File: src/rtl/sync_pulse_generator.sv
// Programmable sync pulse transmitter: periodic pulse of configurable period/width in prescaled ticks.
// Optional SYNC_GEN_GLITCHLESS_POL_EN: polarity re-sampled only in IDLE and at period boundaries.
module sync_pulse_generator #(
    parameter int unsigned PRESCALE = 50,
    parameter int unsigned CNT_W    = 16
) (
    input  logic             clk,
    input  logic             reset,
    input  logic             enable,
    input  logic             positive_polarity_in,
    input  logic [CNT_W-1:0] cfg_period,
    input  logic [CNT_W-1:0] cfg_width,
    input  logic             cfg_load,
    output logic             cfg_ack,
    output logic             cfg_err,
    output logic             busy,
    output logic             frame_start,
    output logic             sync_out
);
    localparam int unsigned      PW         = (PRESCALE > 1) ? $clog2(PRESCALE) : 1;
    localparam logic [PW-1:0]    PRESC_LAST = PW'(PRESCALE - 1);
    localparam logic [CNT_W-1:0] RST_PERIOD = CNT_W'(64);
    localparam logic [CNT_W-1:0] RST_WIDTH  = CNT_W'(5);

    typedef enum logic [1:0] {IDLE, PULSE, GAP} state_t;

    state_t           state_q, state_d;
    logic [PW-1:0]    presc_q, presc_d;
    logic [CNT_W-1:0] cnt_q, cnt_d, cnt_inc;
    logic [CNT_W-1:0] period_q, period_d, width_q, width_d;
    logic [CNT_W-1:0] pend_period_q, pend_period_d, pend_width_q, pend_width_d;
    logic             pend_valid_q, pend_valid_d;
    logic             pol_q, pol_d;
    logic             sync_q, sync_d;
    logic             ack_q, ack_d;
    logic             err_q, err_d;
    logic             fs_q, fs_d;
    logic             tick, load_valid, boundary, apply, active_d;

    assign tick       = (presc_q == PRESC_LAST);
    assign cnt_inc    = cnt_q + CNT_W'(1);
    assign load_valid = (cfg_period >= CNT_W'(2)) && (cfg_width != '0) && (cfg_width < cfg_period);
    assign boundary   = (state_q == GAP) && tick && (cnt_inc == period_q);
    assign apply      = pend_valid_q && ((state_q == IDLE) || boundary);

    always_comb begin
        state_d  = state_q;
        cnt_d    = cnt_q;
        fs_d     = 1'b0;
        active_d = 1'b0;
        case (state_q)
            IDLE: begin
                if (enable) begin
                    state_d  = PULSE;
                    cnt_d    = '0;
                    fs_d     = 1'b1;
                    active_d = 1'b1;
                end
            end
            PULSE: begin
                active_d = 1'b1;
                if (tick) begin
                    cnt_d = cnt_inc;
                    if (cnt_inc == width_q) begin
                        state_d  = GAP;
                        active_d = 1'b0;
                    end
                end
            end
            GAP: begin
                if (tick) begin
                    if (cnt_inc == period_q) begin
                        cnt_d = '0;
                        if (enable) begin
                            state_d  = PULSE;
                            fs_d     = 1'b1;
                            active_d = 1'b1;
                        end else begin
                            state_d = IDLE;
                        end
                    end else begin
                        cnt_d = cnt_inc;
                    end
                end
            end
            default: state_d = IDLE;
        endcase
    end

    assign presc_d = ((state_q == IDLE) || tick) ? '0 : presc_q + PW'(1);

    // A load on the applying clk becomes the next pending config, since apply uses the old pending.
    always_comb begin
        period_d      = period_q;
        width_d       = width_q;
        pend_period_d = pend_period_q;
        pend_width_d  = pend_width_q;
        pend_valid_d  = pend_valid_q;
        err_d         = err_q;
        ack_d         = apply;
        if (apply) begin
            period_d     = pend_period_q;
            width_d      = pend_width_q;
            pend_valid_d = 1'b0;
        end
        if (cfg_load) begin
            if (load_valid) begin
                pend_period_d = cfg_period;
                pend_width_d  = cfg_width;
                pend_valid_d  = 1'b1;
                err_d         = 1'b0;
            end else begin
                err_d = 1'b1;
            end
        end
    end

`ifdef SYNC_GEN_GLITCHLESS_POL_EN
    assign pol_d = ((state_q == IDLE) || boundary) ? positive_polarity_in : pol_q;
`else
    assign pol_d = positive_polarity_in;
`endif

    assign sync_d = active_d ? pol_d : ~pol_d;

    always_ff @(posedge clk) begin
        if (reset) begin
            state_q       <= IDLE;
            presc_q       <= '0;
            cnt_q         <= '0;
            period_q      <= RST_PERIOD;
            width_q       <= RST_WIDTH;
            pend_period_q <= '0;
            pend_width_q  <= '0;
            pend_valid_q  <= 1'b0;
            pol_q         <= 1'b0;
            sync_q        <= 1'b1;
            ack_q         <= 1'b0;
            err_q         <= 1'b0;
            fs_q          <= 1'b0;
        end else begin
            state_q       <= state_d;
            presc_q       <= presc_d;
            cnt_q         <= cnt_d;
            period_q      <= period_d;
            width_q       <= width_d;
            pend_period_q <= pend_period_d;
            pend_width_q  <= pend_width_d;
            pend_valid_q  <= pend_valid_d;
            pol_q         <= pol_d;
            sync_q        <= sync_d;
            ack_q         <= ack_d;
            err_q         <= err_d;
            fs_q          <= fs_d;
        end
    end

    assign cfg_ack     = ack_q;
    assign cfg_err     = err_q;
    assign busy        = (state_q != IDLE);
    assign frame_start = fs_q;
    assign sync_out    = sync_q;
endmodule

File: config.mk
export PLATFORM = sky130hd
export DESIGN_NAME = sync_pulse_generator
export DESIGN_NICKNAME = d
export VERILOG_FILES = /design/src/rtl/sync_pulse_generator.sv
export SDC_FILE = /design/constraint.sdc
export NUM_CORES = 1
export LEC_CHECK = 0
export CAP_MARGIN = 20
export CORE_MARGIN = 4
export CORE_UTILIZATION = 51
export DETAILED_ROUTE_END_ITERATION = 10
export GPL_TIMING_DRIVEN = 0
export HOLD_SLACK_MARGIN = 0.06
export PLACE_DENSITY = 0.74
export SYNTH_ARGS = -nofsm -noshare
export SYNTH_HDL_FRONTEND = slang
export SYNTH_SLANG_ARGS = --single-unit
File: constraint.sdc
create_clock -name clk -period 5.4 [get_ports clk]
set_input_delay 1.08 -clock clk [delete_from_list [all_inputs] [get_ports clk]]
set_output_delay 1.08 -clock clk [all_outputs]
set_load 0.02 [all_outputs]
# Yosys cells after proc, flatten, opt, wreduce, memory -nomap -nowiden
# Cells that the tools add are included.
dict set report classes {
  bitwise 1
  n_lt_le_gt_ge 2
  reduce_logical 15
  mux 24
  eq_ne 10
  n_addsub 2
}
# cell n
set op_table {}
lappend op_table {{$mux W16} 4}
lappend op_table {{$pmux W16 S3} 1}
lappend op_table {{$eq A16 B16 Y1} 2}
lappend op_table {{$add A16 B1 Y16 const B} 1}
lappend op_table {{$ge A16 B2 Y1 const B} 1}
lappend op_table {{$lt A16 B16 Y1} 1}
lappend op_table {{$reduce_bool A16 Y1} 1}
lappend op_table {{$mux W1} 11}
lappend op_table {{$mux W2} 5}
lappend op_table {{$ne A2 B2 Y1 const B} 4}
lappend op_table {{$add A6 B1 Y6 const B} 1}
lappend op_table {{$eq A6 B6 Y1 const B} 1}
lappend op_table {{$pmux W2 S3} 1}
lappend op_table {{$logic_and A1 B1 Y1} 5}
lappend op_table {{$reduce_and A5 Y1} 1}
lappend op_table {{$reduce_and A4 Y1} 1}
lappend op_table {{$pmux W1 S3} 1}
lappend op_table {{$reduce_bool A3 Y1} 1}
lappend op_table {{$eq A2 B1 Y1 const B} 1}
lappend op_table {{$eq A2 B2 Y1 const B} 1}
lappend op_table {{$logic_not A2 Y1} 1}
lappend op_table {{$logic_or A1 B1 Y1} 2}
lappend op_table {{$ne A2 B1 Y1 const B} 1}
lappend op_table {{$pmux W1 S2} 1}
lappend op_table {{other kinds (4)} 4}
dict set report word_totals {
  inputBits 37
  elab_cells 66
  output_inout_bits 5
  register_bits 93
}

# Longest topological paths before layout
# Gate-level depths: netlist of the first run.
dict set report logic_depth {
  word_depth 8
  depth_mapped 13
  mapped_depth_nobuf 10
}

# Least setup slack after synthesis of the first run
# OpenSTA, ideal clock, no wires.
dict set report synth_path {
  path_type {input-to-reg}
  startpoint {input port cfg_period[13]}
  endpoint {register pend_period_q[0]}
  path_buffers 1
  arrival_time_ps 3137
  path_slack_ps 2136
  setup_time_ps 128
  required_ps 5272
  cell_stages 10
  path_cell_list {inv_1 > ha_1 > a21o_1 > a21o_1 > a21oi_1 > o21ai_0 > a21oi_1 > clkbuf_1 > mux2i_1 > nor2_1}
}
dict set report synth_between {
  elab_chain_len 4
  elab_cells_between_ends 5
  cone_classes {order compare (2); reduce/logical (3)}
}
# item line_no
set synth_rtl {}
lappend synth_rtl {{start: declaration} 11} ;# input logic [CNT_W-1:0] cfg_period,
lappend synth_rtl {{$ge A16 B2 Y1} 42} ;# assign load_valid = (cfg_period >= CNT_W'(2)) && (cfg_width != '0) && (cfg_width < cfg_period);
lappend synth_rtl {{$logic_and A1 B1 Y1} 42}
lappend synth_rtl {{$logic_and A1 B1 Y1 (*)} 42}
lappend synth_rtl {{$reduce_and A2 Y1 (no line) (*)} n/a}
lappend synth_rtl {{end signal: assignment} 147} ;# pend_period_q <= pend_period_d;
lappend synth_rtl {{end: declaration} 31} ;# logic [CNT_W-1:0] pend_period_q, pend_period_d, pend_width_q, pend_width_d;
# Every way passes the cells marked *; elsewhere a longest branch is shown, timed or not.
# A chain may end at the register's enable or synchronous reset.

# Worst setup path after layout of the first run
dict set report layout_path {
  startpoint {register cnt_q[1]}
  endpoint {register period_q[2]}
}
dict set report layout_between {
  elab_chain_len 5
}
# item line_no
set layout_rtl {}
lappend layout_rtl {{start: declaration} 29} ;# logic [CNT_W-1:0] cnt_q, cnt_d, cnt_inc;
lappend layout_rtl {{start signal: assignment} 144} ;# cnt_q <= cnt_d;
lappend layout_rtl {{$add A16 B1 Y16} 41} ;# assign cnt_inc = cnt_q + CNT_W'(1);
lappend layout_rtl {{$eq A16 B16 Y1} 43} ;# assign boundary = (state_q == GAP) && tick && (cnt_inc == period_q);
lappend layout_rtl {{$logic_and A1 B1 Y1} 43}
lappend layout_rtl {{$logic_or A1 B1 Y1} 44} ;# assign apply = pend_valid_q && ((state_q == IDLE) || boundary);
lappend layout_rtl {{$logic_and A1 B1 Y1} 44}
lappend layout_rtl {{end signal: assignment} 145} ;# period_q <= period_d;
lappend layout_rtl {{end: declaration} 30} ;# logic [CNT_W-1:0] period_q, period_d, width_q, width_d;
# No other way between the ends.

==> results of run 1 <==
[layout make-up]
cell class,instances,area (sq um)
Timing Repair Buffer,40,400
Inverter,34,128
Clock inverter,6,92.6
Buffer,38,191
Fill cell,863,3840
Sequential cell,93,1860
Tap cell,133,166
Multi-Input combinational cell,429,3050
Clock buffer,10,138
[layout by cell type, fill, tap and decap left out, types with 4 or more instances in the layout]
| master | instances |
|---|---|
| and4_1 | 7 |
| xnor2_1 | 18 |
| nand4_1 | 11 |
| nor3_1 | 9 |
| clkdlybuf4s50_1 | 40 |
| buf_2 | 6 |
| xor2_1 | 14 |
| buf_6 | 4 |
| buf_1 | 5 |
| a21oi_1 | 19 |
| nand2_1 | 30 |
| mux2i_1 | 63 |
| and3_1 | 4 |
| nor2_1 | 91 |
| o21ai_0 | 15 |
| nor4_1 | 18 |
| a31oi_1 | 10 |
| dfxtp_1 | 93 |
| nand2b_1 | 9 |
| ha_1 | 22 |
| clkbuf_8 | 10 |
| inv_1 | 34 |
| nand3_1 | 15 |
| xnor3_1 | 6 |
| a21o_1 | 8 |
| clkbuf_1 | 20 |
| a2111oi_0 | 4 |
[worst register-to-register path, delay by kind of cell, from the launching register on]
kind                     cells  cell delay (ns)
XOR/XNOR                     1             0.14
AND/OR/NAND/NOR              4             1.08
multiplexers                 1             0.23
buffers and inverters        4             0.85
AO/OA/AOI/OAI                2             0.88
adder cells (fa/ha/maj)      1             0.19
flip-flops                   1             0.47
[path summary, 6_finish.rpt]
| check | to | slack, ns |
|---|---|---|
| setup / recovery | period_q[2] | 1.43 |
| hold / removal | presc_q[0] | 0.48 |
| setup reg to reg | period_q[2] | 1.43 |
| hold reg to reg | presc_q[0] | 0.48 |
[state kept, by name, summed over array words and instances (netlist names)]
name,count
pend_period_q,16
pend_valid_q,1
frame_start,1
cfg_err,1
cfg_ack,1
presc_q,6
period_q,16
state_q,2
pend_width_q,16
width_q,16
cnt_q,16
sync_out,1
[logic make-up (layout without fill, tap and decap cells)]
| family | Yosys count | in the layout |
|---|---|---|
| AND/OR/NAND/NOR | 212 | 212 |
| flip-flops | 93 | 93 |
| AO/OA/AOI/OAI | 92 | 92 |
| buffers and inverters | 72 | 128 |
| multiplexers | 64 | 64 |
| XOR/XNOR | 39 | 39 |
| adder cells (fa/ha/maj) | 22 | 22 |
[synthesized netlist by cell type (4+ instances only)]
| master | number | share of area |
|---|---|---|
| dfxtp_1 | 93 | 0.36 |
| nor2_1 | 91 | 0.065 |
| mux2i_1 | 63 | 0.12 |
| inv_1 | 34 | 0.024 |
| nand2_1 | 30 | 0.022 |
| ha_1 | 22 | 0.053 |
| clkbuf_1 | 20 | 0.014 |
| a21oi_1 | 19 | 0.018 |
| nor4_1 | 18 | 0.022 |
| xnor2_1 | 18 | 0.030 |
| nand3_1 | 15 | 0.014 |
| o21ai_0 | 15 | 0.014 |
| xor2_1 | 14 | 0.023 |
| nand4_1 | 11 | 0.013 |
| a31oi_1 | 10 | 0.012 |
| nand2b_1 | 9 | 0.011 |
| nor3_1 | 9 | 0.0086 |
| a21o_1 | 8 | 0.011 |
| and4_1 | 7 | 0.012 |
| buf_2 | 6 | 0.0057 |
| xnor3_1 | 6 | 0.026 |
| buf_1 | 5 | 0.0036 |
| a2111oi_0 | 4 | 0.0067 |
| and3_1 | 4 | 0.0048 |
| buf_6 | 4 | 0.0086 |
[metal layers]
layer  up-vias  part of all wire
li1       2219                 -
met1      2144              0.45
met2       149              0.48
met3        19             0.046
met4         0             0.020
met5         -                 0
[stage by stage]
step           power (mW)  worst slack (ns)
2_1_floorplan       0.991              2.14
6_report             1.64              1.43
3_3_place_gp         1.10              1.15
4_1_cts              1.64              1.42
3_5_place_dp         1.11              1.14
5_1_grt              1.71              1.22
[power groups by stage]
stage          Clock (mW)  Combinational (mW)  Sequential, mW
2_1_floorplan           0               0.226           0.766
6_report            0.540               0.346           0.752
5_1_grt             0.574               0.383           0.757
3_5_place_dp            0               0.343           0.768
4_1_cts             0.548               0.345           0.752
3_3_place_gp            0               0.332           0.766
==> flow_summary.toml, run 1 <==
[grt]
antenna_found_initial = 0
grt_usage = 0.244
grt_first_pass_wirelength_mm = 22.6
grt_remaining_overflow = 0
grt_pass1_vias = 4358
grt_start_max_net_pins = 17
use_met1 = 0.308
met3_usage = 0.0332
met2_usage = 0.429
busiest_layer = "met2"

[cells_and_area]
synthToLayoutAreaGrowth_pct = 15.2
final_cells = 783
drive_above_1_share = 0.0585
final_core_util = 0.611
final_net_count = 704
antennaDiodeCount = 0
stdcell_area_sq_um = 6030

[cts]
path_clk_slew_ns = 0.10
post_cts_resized = 0
cts_made_buffers = 9
clkLatencyLatePin_ns = 0.37
clkSinkCount = 93
post-cts-setup-buffers = 0
cts_tree = "done"
cts-hold-fix-buffers = 0
cts_buffer_depth = 2
clockRootBuffer = "clkbuf_8"
htree_levels = 3

[critical_path]
max_stage_delay_ns = 0.75
r2r_cells = 13
cpMaxStageDelayCell = "o41ai_4"
cp_max_fo = 10
cp_top_family = "simple AND/OR/NAND/NOR gates"
worstSetupPathType = "flop to flop"
rr_startpoint = "cnt_q[1]"
crit_buf_inv = 4
critPathCaptureType = "flop"
startpoint = "cnt_q[1]"
cp.required_ns = 5.63
crit_cells = 13
crit_top_cell = "buf_2"
arrival_ns = 4.21
path_cells = "ha_1, buf_2, nand3_1, or4_1, buf_2, xnor2_2, o2111ai_1, or3_1, buf_2, o41ai_4, buf_6, mux2i_1, nor2_1"
startpoint_type = "flop"

[timing]
finClkSkew_ns = 0.0134
period_needed_ns = 3.97
slew_violations = 0
setup_viol = 0
tightest_slew_ns = 0.998
final-hold-violation-count = 0
whs_ns = 0.476
rsz0062_at_grt = "no"
slew_headroom = 0.324
fin_crit_sh = 0.736
max_freq_ghz = 0.252
tns_ns = 0

[floorplanning]
fp.dieArea_sq_um = 11900
core_sq_um = 9860
rows = 36
start_util = 0.530
io_pins = 42
die_w_um = 109
die_h_um = 109

[synthesis]
async_flop_share = 0
ys_ff_latch = 93
syn_area_sq_um = 5230
ys_seq_area_frac = 0.356
synth_compound_gate_area_share = 0.126
synth_edf_count = 0
synth_flop_cell = "dfxtp_1"
synth.distinct_cells = 61
synthSimpleGateAreaFrac = 0.199
synth_nets = 653
synth_top_family_by_area = "simple AND/OR/NAND/NOR gates"
syn-instance-count = 594
ys_warn_count = 0
synth_xor_xnor_area_share = 0.0825
synthMuxAreaShare = 0.123
synthAdderAreaFrac = 0.0526
syn_area_per_cell_sq_um = 8.80

[power]
comb_power_share = 0.211
p_int_mw = 1.16
switching_share = 0.292
ir_drop_mv = 0.185
p_seq_frac = 0.459
cellPowerDensity_nw_per_um2 = 272
p_clk_frac = 0.330
leakagePower_nw = 2.37
p_switching_uw = 478

[worst_hold_path]
hold_depth = 1
min-delay-start = "presc_q[0]"
hold_path_class = "flop to flop"

[run]
maxCapViolCount = 0

[placement]
port_buffers = 40
place_inst = 767
gp_congestion = 0.950
dpl.hpwl_mm = 11.0
placed_area_sq_um = 5800

[route]
vias_per_cell = 5.79
wl_per_cell_um = 17.6
vias = 4531
routed_wl_mm = 13.8
ant_nets = 0
drtIter0Drc = 348
route.detailed.drc = 0
drt-pass1-iter-count = 7

[run_status]
status = "finished clean"
Power figures use the tool's default switching activity.
==> run 2: changes to the inputs <==
Clock period 5.4 ns to 3.7 ns, I/O delays scaled along.
==> run 2 against run 1 <==
Compared with the run above: global-route usage up 0.11 points; worst setup slack lost 1.2 ns; register-to-register slack got worse by 1.2 ns; largest power group unchanged; via count grew 0.55%; critical path depth rose by 1; largest cell class unchanged.
==> flow_summary.toml, run 2 (synthesis results as in run 1) <==
[run_status]
status = "finished clean"

[placement]
port_buffers = 40
dpl.hpwl_mm = 11.0
place_inst = 767
gp_congestion = 0.950
placed_area_sq_um = 5800

[floorplanning]
rows = 36
start_util = 0.530
core_sq_um = 9860
io_pins = 42
fp.dieArea_sq_um = 11900
die_w_um = 109
die_h_um = 109

[cells_and_area]
final_cells = 786
drive_above_1_share = 0.0750
multi_input_area_sq_um = 3100
synthToLayoutAreaGrowth_pct = 16.6
fillCellCount = 862
layout_common_cells = "92 x dfxtp_1, 91 x nor2_1, 63 x mux2i_1"
final_net_count = 707
regArea_sq_um = 1860
stdcell_area_sq_um = 6100
mostFrequentLayoutCell = "dfxtp_1"
antennaDiodeCount = 0

[critical_path]
startpoint_type = "flop"
cp_top_family = "simple AND/OR/NAND/NOR gates"
path_cells = "ha_1, buf_2, nand3_1, or4_1, buf_2, xnor2_2, o2111ai_1, or3_1, buf_2, o41ai_4, buf_4, buf_6, mux2i_1, nor2_1"
worstSetupPathType = "flop to flop"
cpMaxStageDelayCell = "or4_1"
arrival_ns = 3.69
critPathCaptureType = "flop"
max_stage_delay_ns = 0.47
crit_buf_inv = 5
r2r_cells = 14
cp.required_ns = 3.93
crit_top_cell = "buf_2"
crit_cells = 14
cp_max_fo = 10

[timing]
final-hold-violation-count = 0
slew_headroom = 0.486
max_freq_ghz = 0.289
tightest_slew_ns = 0.752
period_needed_ns = 3.46
setup_viol = 0
rsz0062_at_grt = "no"
finClkSkew_ns = 0.0146
tns_ns = 0
fin_crit_sh = 0.935
whs_ns = 0.476
slew_violations = 0

[power]
p_seq_frac = 0.456
p_switching_uw = 704
p_clk_frac = 0.327
leakagePower_nw = 2.39
switching_share = 0.292
p_int_mw = 1.70
ir_drop_mv = 0.271
cellPowerDensity_nw_per_um2 = 395
p_total_mw = 2.41
comb_power_share = 0.216

[cts]
cts_tree = "done"
path_clk_slew_ns = 0.10
clkSinkCount = 93
htree_levels = 3
clkLatencyLatePin_ns = 0.37
cts_buffer_depth = 2
cts_made_buffers = 9
clockRootBuffer = "clkbuf_8"

[grt]
grt_usage = 0.245
grt_remaining_overflow = 0
grt_pass1_vias = 4361
antenna_found_initial = 0
grt_start_max_net_pins = 17
grt_first_pass_wirelength_mm = 22.7

[route]
vias = 4556
wl_per_cell_um = 17.9
routed_wl_mm = 14.0
vias_per_cell = 5.80
drt-pass1-iter-count = 4
drtIter0Drc = 338
ant_nets = 0
route.detailed.drc = 0

[worst_hold_path]
hold_depth = 1
hold_path_class = "flop to flop"

[run]
maxCapViolCount = 0
run 2: cell types whose count changed in the layout (fill, tap and decap cells not counted), sizes merged:
cell	previous run	this run
clkbuf	30	29
buf	18	22
run 2: path summary, 6_finish.rpt:
| check | start | endpoint | slack [ns] |
|---|---|---|---|
| worst min-delay path | presc_q[0] | presc_q[0] | 0.48 |
| worst max-delay path | cnt_q[1] | period_q[2] | 0.24 |
| worst max register to register | cnt_q[1] | period_q[2] | 0.24 |
| worst min register to register | presc_q[0] | presc_q[0] | 0.48 |
run 2: timing repair:
| item | CTS | global route |
|---|---|---|
| gates cloned | 0 | 0 |
| setup buffers | 3 | 0 |
| endpoints found under the hold margin | 0 | 0 |
| resized for setup | 1 | 9 |
| hold buffers | 0 | 0 |
| setup endpoints to repair | 32 | 48 |
| pin swaps | 1 | 0 |
run 2: cell type report:
| cell class | count | area share |
|---|---|---|
| repair buffers | 43 | 0.0694 |
| flip-flops and latches | 93 | 0.306 |
| clock buffers | 10 | 0.0226 |
| plain buffers | 38 | 0.0314 |
| inverters | 34 | 0.0209 |
| well taps | 133 | 0.0273 |
| multi-input cells | 429 | 0.508 |
| clock inverters | 6 | 0.0152 |
run 2: stage by stage:
stage,setup slack [ns],utilization
detailed placement,-0.222,0.588
global route,0.0210,0.618
floorplan,0.440,-
finish,0.240,0.618
CTS,0.0200,0.614
global placement,-0.212,0.588
run 2: layer usage:
layer	global-route usage	wire length, um	vias to the layer above
met5	0	0	-
met4	0.0739	239	0
met3	0.0308	632	20
met2	0.435	6850	137
met1	0.311	6320	2175
li1	-	-	2224
run 2: power groups by stage:
| stage | Sequential, mW | Combinational (mW) | Clock [mW] |
|---|---|---|---|
| finish | 1.10 | 0.521 | 0.787 |
| global placement | 1.12 | 0.485 | 0 |
| global route | 1.11 | 0.574 | 0.837 |
| CTS | 1.10 | 0.510 | 0.799 |
| floorplan | 1.12 | 0.329 | 0 |
| detailed placement | 1.12 | 0.500 | 0 |
==> run 3: changes to the inputs <==
Settings changed: CTS_BUF_LIST set to sky130_fd_sc_hd__clkbuf_4 sky130_fd_sc_hd__clkbuf_8.
==> results of run 3 <==
Final layout, timing and power as in run 2 (identical DEF).
==> patch 1, RTL diff (config.mk and constraints of run 2) <==
`CNT_W`: 16 -> 24.
--- a/src/rtl/sync_pulse_generator.sv
+++ b/src/rtl/sync_pulse_generator.sv
@@ -2,7 +2,7 @@
 // Optional SYNC_GEN_GLITCHLESS_POL_EN: polarity re-sampled only in IDLE and at period boundaries.
 module sync_pulse_generator #(
     parameter int unsigned PRESCALE = 50,
-    parameter int unsigned CNT_W    = 16
+    parameter int unsigned CNT_W    = 24
 ) (
     input  logic             clk,
     input  logic             reset,
Ports: changed (resized cfg_period and cfg_width); port bits go from 42 to 58. The function was not compared with the original's and may differ.
==> patch 1 against run 2 <==
- first-iteration DRC count grew 130%
- power grew 65%
- setup slack lost 0.076 ns
- clock skew shrank 0.0080 ns
- design area grew 51%
- sequential cell count grew 40
- routed wire length grew 61%
- synthesized area grew 47%
- non-clock buffer count grew 51
==> patch 1: results (changes against run 2) <==
## Worst setup path
* cnt_q[0]$_SDFFE_PP0P_ — Crit. Startpoint
* 0.16 ns — FF-to-FF setup slack, -0.08 ns

## Worst hold path
* period_q[6]$_SDFFE_PP1P_ — destination of the worst hold path

## Layout
* 132 — number of buffers outside the clock class in the layout, +63%
* 1294 — count of fill cells added during filler insertion, +50%
* 2660 um2 — sequential standard cell area, +43%
* 8.27% — ratio of cells with drive above 1 in the final layout, +0.77 points
* 6.38% — clock network share of area, +2.6 points

## Global routing
* 35.6% — met1 demand-to-capacity share in global routing, +4.5 points
* 42.7% — met2 capacity usage during global routing, -0.72 points
* 6859 — vias in the first global route, +57%
* 4.35% — GR met3 Demand/Resource, +1.3 points
* 35500 um — first-pass GRT wire length, +57%

## Placed design
* 0.942 — routability cong., -0.77%
* 17200 um — detailed placer's ending HPWL, +57%
* 56 — total of buffers placed on input and output ports, +40%

## Drt
* 6.02 — vias per inst, +3.9%

## Clocking
* 0.07 ns — clk slew on worst S/H paths, -0.03 ns
* 133 — Clock Sinks, +43%

## Synthesis
* 7.99 um2 — syn_area_per_cell, -9.2%
* sky130_fd_sc_hd__dfxtp_1 (133), sky130_fd_sc_hd__a21oi_1 (82), sky130_fd_sc_hd__nor2_1 (78) — Synth top cells by count
* 5.24% — post-synthesis share of cell area spent on xor and xnor gates, -3.0 points
* 18.3% — post-synthesis compound-gate area fraction, +5.8 points
* 1048 — nets in the synthesized netlist, +60%

## Outcome
* completed — run status

## patch 1: cell types whose count changed after synthesis, moves of 33 or more
cell	before	now
sky130_fd_sc_hd__clkbuf_1	20	53
sky130_fd_sc_hd__a21oi_1	19	82
sky130_fd_sc_hd__dfxtp_1	93	133
sky130_fd_sc_hd__nand3_1	15	73
sky130_fd_sc_hd__nand2_1	30	67
sky130_fd_sc_hd__o21ai_0	15	76
## patch 1: timing repair
action	4_1_cts	5_1_grt
endpoints found under the setup margin	76	86
setup buffers	2	0
gates resized for setup	4	20
pin swaps	2	1
## patch 1: stage by stage
stage / setup TNS (ns) / cell area (um2)
after floorplan: 0 / 7710
after global placement: -10.88 / 8500
after detailed placement: -13.95 / 8500
after CTS: 0 / 9110
after global routing: -0.0349 / 9190
final: 0 / 9190
## patch 1: power by group
part / switching, mW / internal [mW]
clock network: 0.732 / 0.956
logic: 0.442 / 0.276
registers: 0.0524 / 1.50
total: 1.23 / 2.73
==> patch 2, RTL diff (flow settings as in run 2) <==
Without the edit above. Register the input `cfg_period` before use, with the module's reset. The logic sees it one clock later. The other inputs are not delayed to match.
--- a/src/rtl/sync_pulse_generator.sv
+++ b/src/rtl/sync_pulse_generator.sv
@@ -24,6 +24,16 @@
 
     typedef enum logic [1:0] {IDLE, PULSE, GAP} state_t;
 
+    logic [CNT_W-1:0] cfg_period_q;
+
+    always_ff @(posedge clk) begin
+        if (reset) begin
+            cfg_period_q <= '0;
+        end else begin
+            cfg_period_q <= cfg_period;
+        end
+    end
+
     state_t           state_q, state_d;
     logic [PW-1:0]    presc_q, presc_d;
     logic [CNT_W-1:0] cnt_q, cnt_d, cnt_inc;
@@ -39,7 +49,7 @@
 
     assign tick       = (presc_q == PRESC_LAST);
     assign cnt_inc    = cnt_q + CNT_W'(1);
-    assign load_valid = (cfg_period >= CNT_W'(2)) && (cfg_width != '0) && (cfg_width < cfg_period);
+    assign load_valid = (cfg_period_q >= CNT_W'(2)) && (cfg_width != '0) && (cfg_width < cfg_period_q);
     assign boundary   = (state_q == GAP) && tick && (cnt_inc == period_q);
     assign apply      = pend_valid_q && ((state_q == IDLE) || boundary);
 
@@ -105,7 +115,7 @@
         end
         if (cfg_load) begin
             if (load_valid) begin
-                pend_period_d = cfg_period;
+                pend_period_d = cfg_period_q;
                 pend_width_d  = cfg_width;
                 pend_valid_d  = 1'b1;
                 err_d         = 1'b0;
Function: changed (a bounded check fails within 4 cycles, from zero or initial values and one cycle with reset high).
==> patch 2 against run 2 <==
- routed wire length rose by 0.43%
- critical path depth fell by 4
- first-iteration DRC count fell by 14%
- clock skew fell by 0.0039 ns
- setup slack improved by 0.0095 ns
- global-route usage fell by 2.3 points
- clock power fell by 2.7%
- power rose by 4.5%
- design area rose by 7.0%
- sequential cell count rose by 16
- synthesized area rose by 9.2%
- largest cell class unchanged
- largest power group unchanged
- highest routed layer unchanged
==> patch 2: results (changes against run 2) <==
## Layout
* 749 — Final #Nets, +5.9%
* 6.62% — ratio of cells with drive above 1 in the final layout, -0.89 points

## Worst setup path
* cnt_q[1]$_SDFFE_PP0P_ — RR Startpoint
* pend_width_q[2]$_SDFFE_PP0P_ — end of the critical path
* 10 — depth of the worst register-to-register path, -4
* sky130_fd_sc_hd__a2111oi_4 — cell with the largest stage delay on the worst path
* cnt_q[3]$_SDFFE_PP0P_ — Critical R2R Capture
* 3.77 ns — endpoint arrival time on the critical path, +0.08 ns
* compound AO/OA/AOI/OAI gates — top cell family by delay on the critical path
* 0.68 ns — max incr delay on CP, +0.21 ns
* cfg_width[1] — Crit. Startpoint
* 0.26 ns — FF-to-FF setup slack, +0.02 ns

## Pwr
* 0.766 mW — power attributed to the clock group, -2.7%
* 1.27 mW — sequential cell power, +15%
* 2.51 nW — static leakage, +4.9%
* 0.369 mV — VDD IR max, +36%

## Drt
* 5.72 — vias per inst, -1.3%
* 4777 — total number of vias, +4.9%
* 5 — first-pass iteration count of the detailed router, +1
* 6620 um — wire length on met2, -3.5%
* 6030 um — Metal-1 WL, -4.6%
* 292 — DRT iter0 DRCs, -14%

## Global routing
* 22800 um — first-pass GRT wire length, +0.70%
* 0 — antenna violations before repair, unchanged
* 19 — pin count of the biggest net entering global routing, +2
* 4628 — vias in the first global route, +6.1%
* 22.2% — Global Route Usage Sum, -2.3 points

## Clocking
* 0 — setup fix buffers added after clock tree synthesis, -3
* 9 — Inserted Clock Buffers, unchanged
* sky130_fd_sc_hd__clkbuf_8 — clock root cell
* 0.39 ns — clock latency reported for the late side of the worst-skew pair, +0.02 ns
* 0 — number of resized instances in the post-cts repair step, -1

## Timing
* 3.45 ns — time the worst path needs with I/O delays and setup, -0.00949 ns
* 0.911 ns — worst slew pin tran, +0.159 ns
* 0.0108 ns — worst clock skew on the final layout, -0.00386 ns

## Synthesis
* 4.82% — adder and majority gate portion of the synthesized area, -0.44 points
* 698 — nets in the synthesized netlist, +6.9%
* 9.81% — post-synthesis compound-gate area fraction, -2.8 points
* sky130_fd_sc_hd__dfxtp_1 (38%), sky130_fd_sc_hd__mux2i_1 (12%), sky130_fd_sc_hd__nand2_1 (5.7%) — Area contributors post-synth
* 8.30% — post-synthesis share of cell area spent on xor and xnor gates, +0.049 points
* sky130_fd_sc_hd__dfxtp_1 (109), sky130_fd_sc_hd__nand2_1 (87), sky130_fd_sc_hd__mux2i_1 (66) — Synth top cells by count
* 38.2% — Seq/Total Area, Yosys, +2.6 points
* 58 — count of different cell masters after synthesis, -4.9%
* 639 — cell count after synthesis, +7.6%

## Placed design
* -0.349 ns — pre-CTS setup slack, -0.126 ns
* 11000 um — detailed placer's ending HPWL, +0.15%
* 819 — placed cell count, +6.8%
* 0.954 — routability cong., +0.46%

## Outcome
* completed — run status

## Worst hold path
* pend_period_q[6]$_SDFFE_PP0P_ — startpoint of the most critical hold path
* 2 — count of cells along the worst hold path, +1
* pend_period_q[6]$_SDFFE_PP0P_ — destination of the worst hold path

[patch 2: worst min-delay path: stages (launching register included)]
cell	delay (ns)
sky130_fd_sc_hd__dfxtp_1	0.32
sky130_fd_sc_hd__nand2_1	0.06
sky130_fd_sc_hd__mux2i_1	0.05
[patch 2: cell type report]
| type | count | area [um2] | area share (%) |
|---|---|---|---|
| buffer | 40 | 206 | 3.16 |
| clock buffer | 11 | 141 | 2.17 |
| clock inverter | 5 | 63.8 | 0.978 |
| inverter | 25 | 93.8 | 1.44 |
| multi-input combinational | 465 | 3260 | 50.0 |
| sequential | 109 | 2180 | 33.4 |
| tap | 140 | 175 | 2.68 |
| timing repair buffer | 40 | 400 | 6.13 |
[patch 2: metrics by stage]
step	instance area (um2)	total power [mW]
floorplan	5710	1.60
global placement	6290	1.75
detailed placement	6290	1.77
CTS	6490	2.52
global route	6530	2.63
finish	6530	2.52
[patch 2: layer usage]
metal	vias up	track usage [%]
li1	2324	-
met1	2223	27.8
met2	195	36.7
met3	35	5.41
met4	0	9.26
met5	-	0
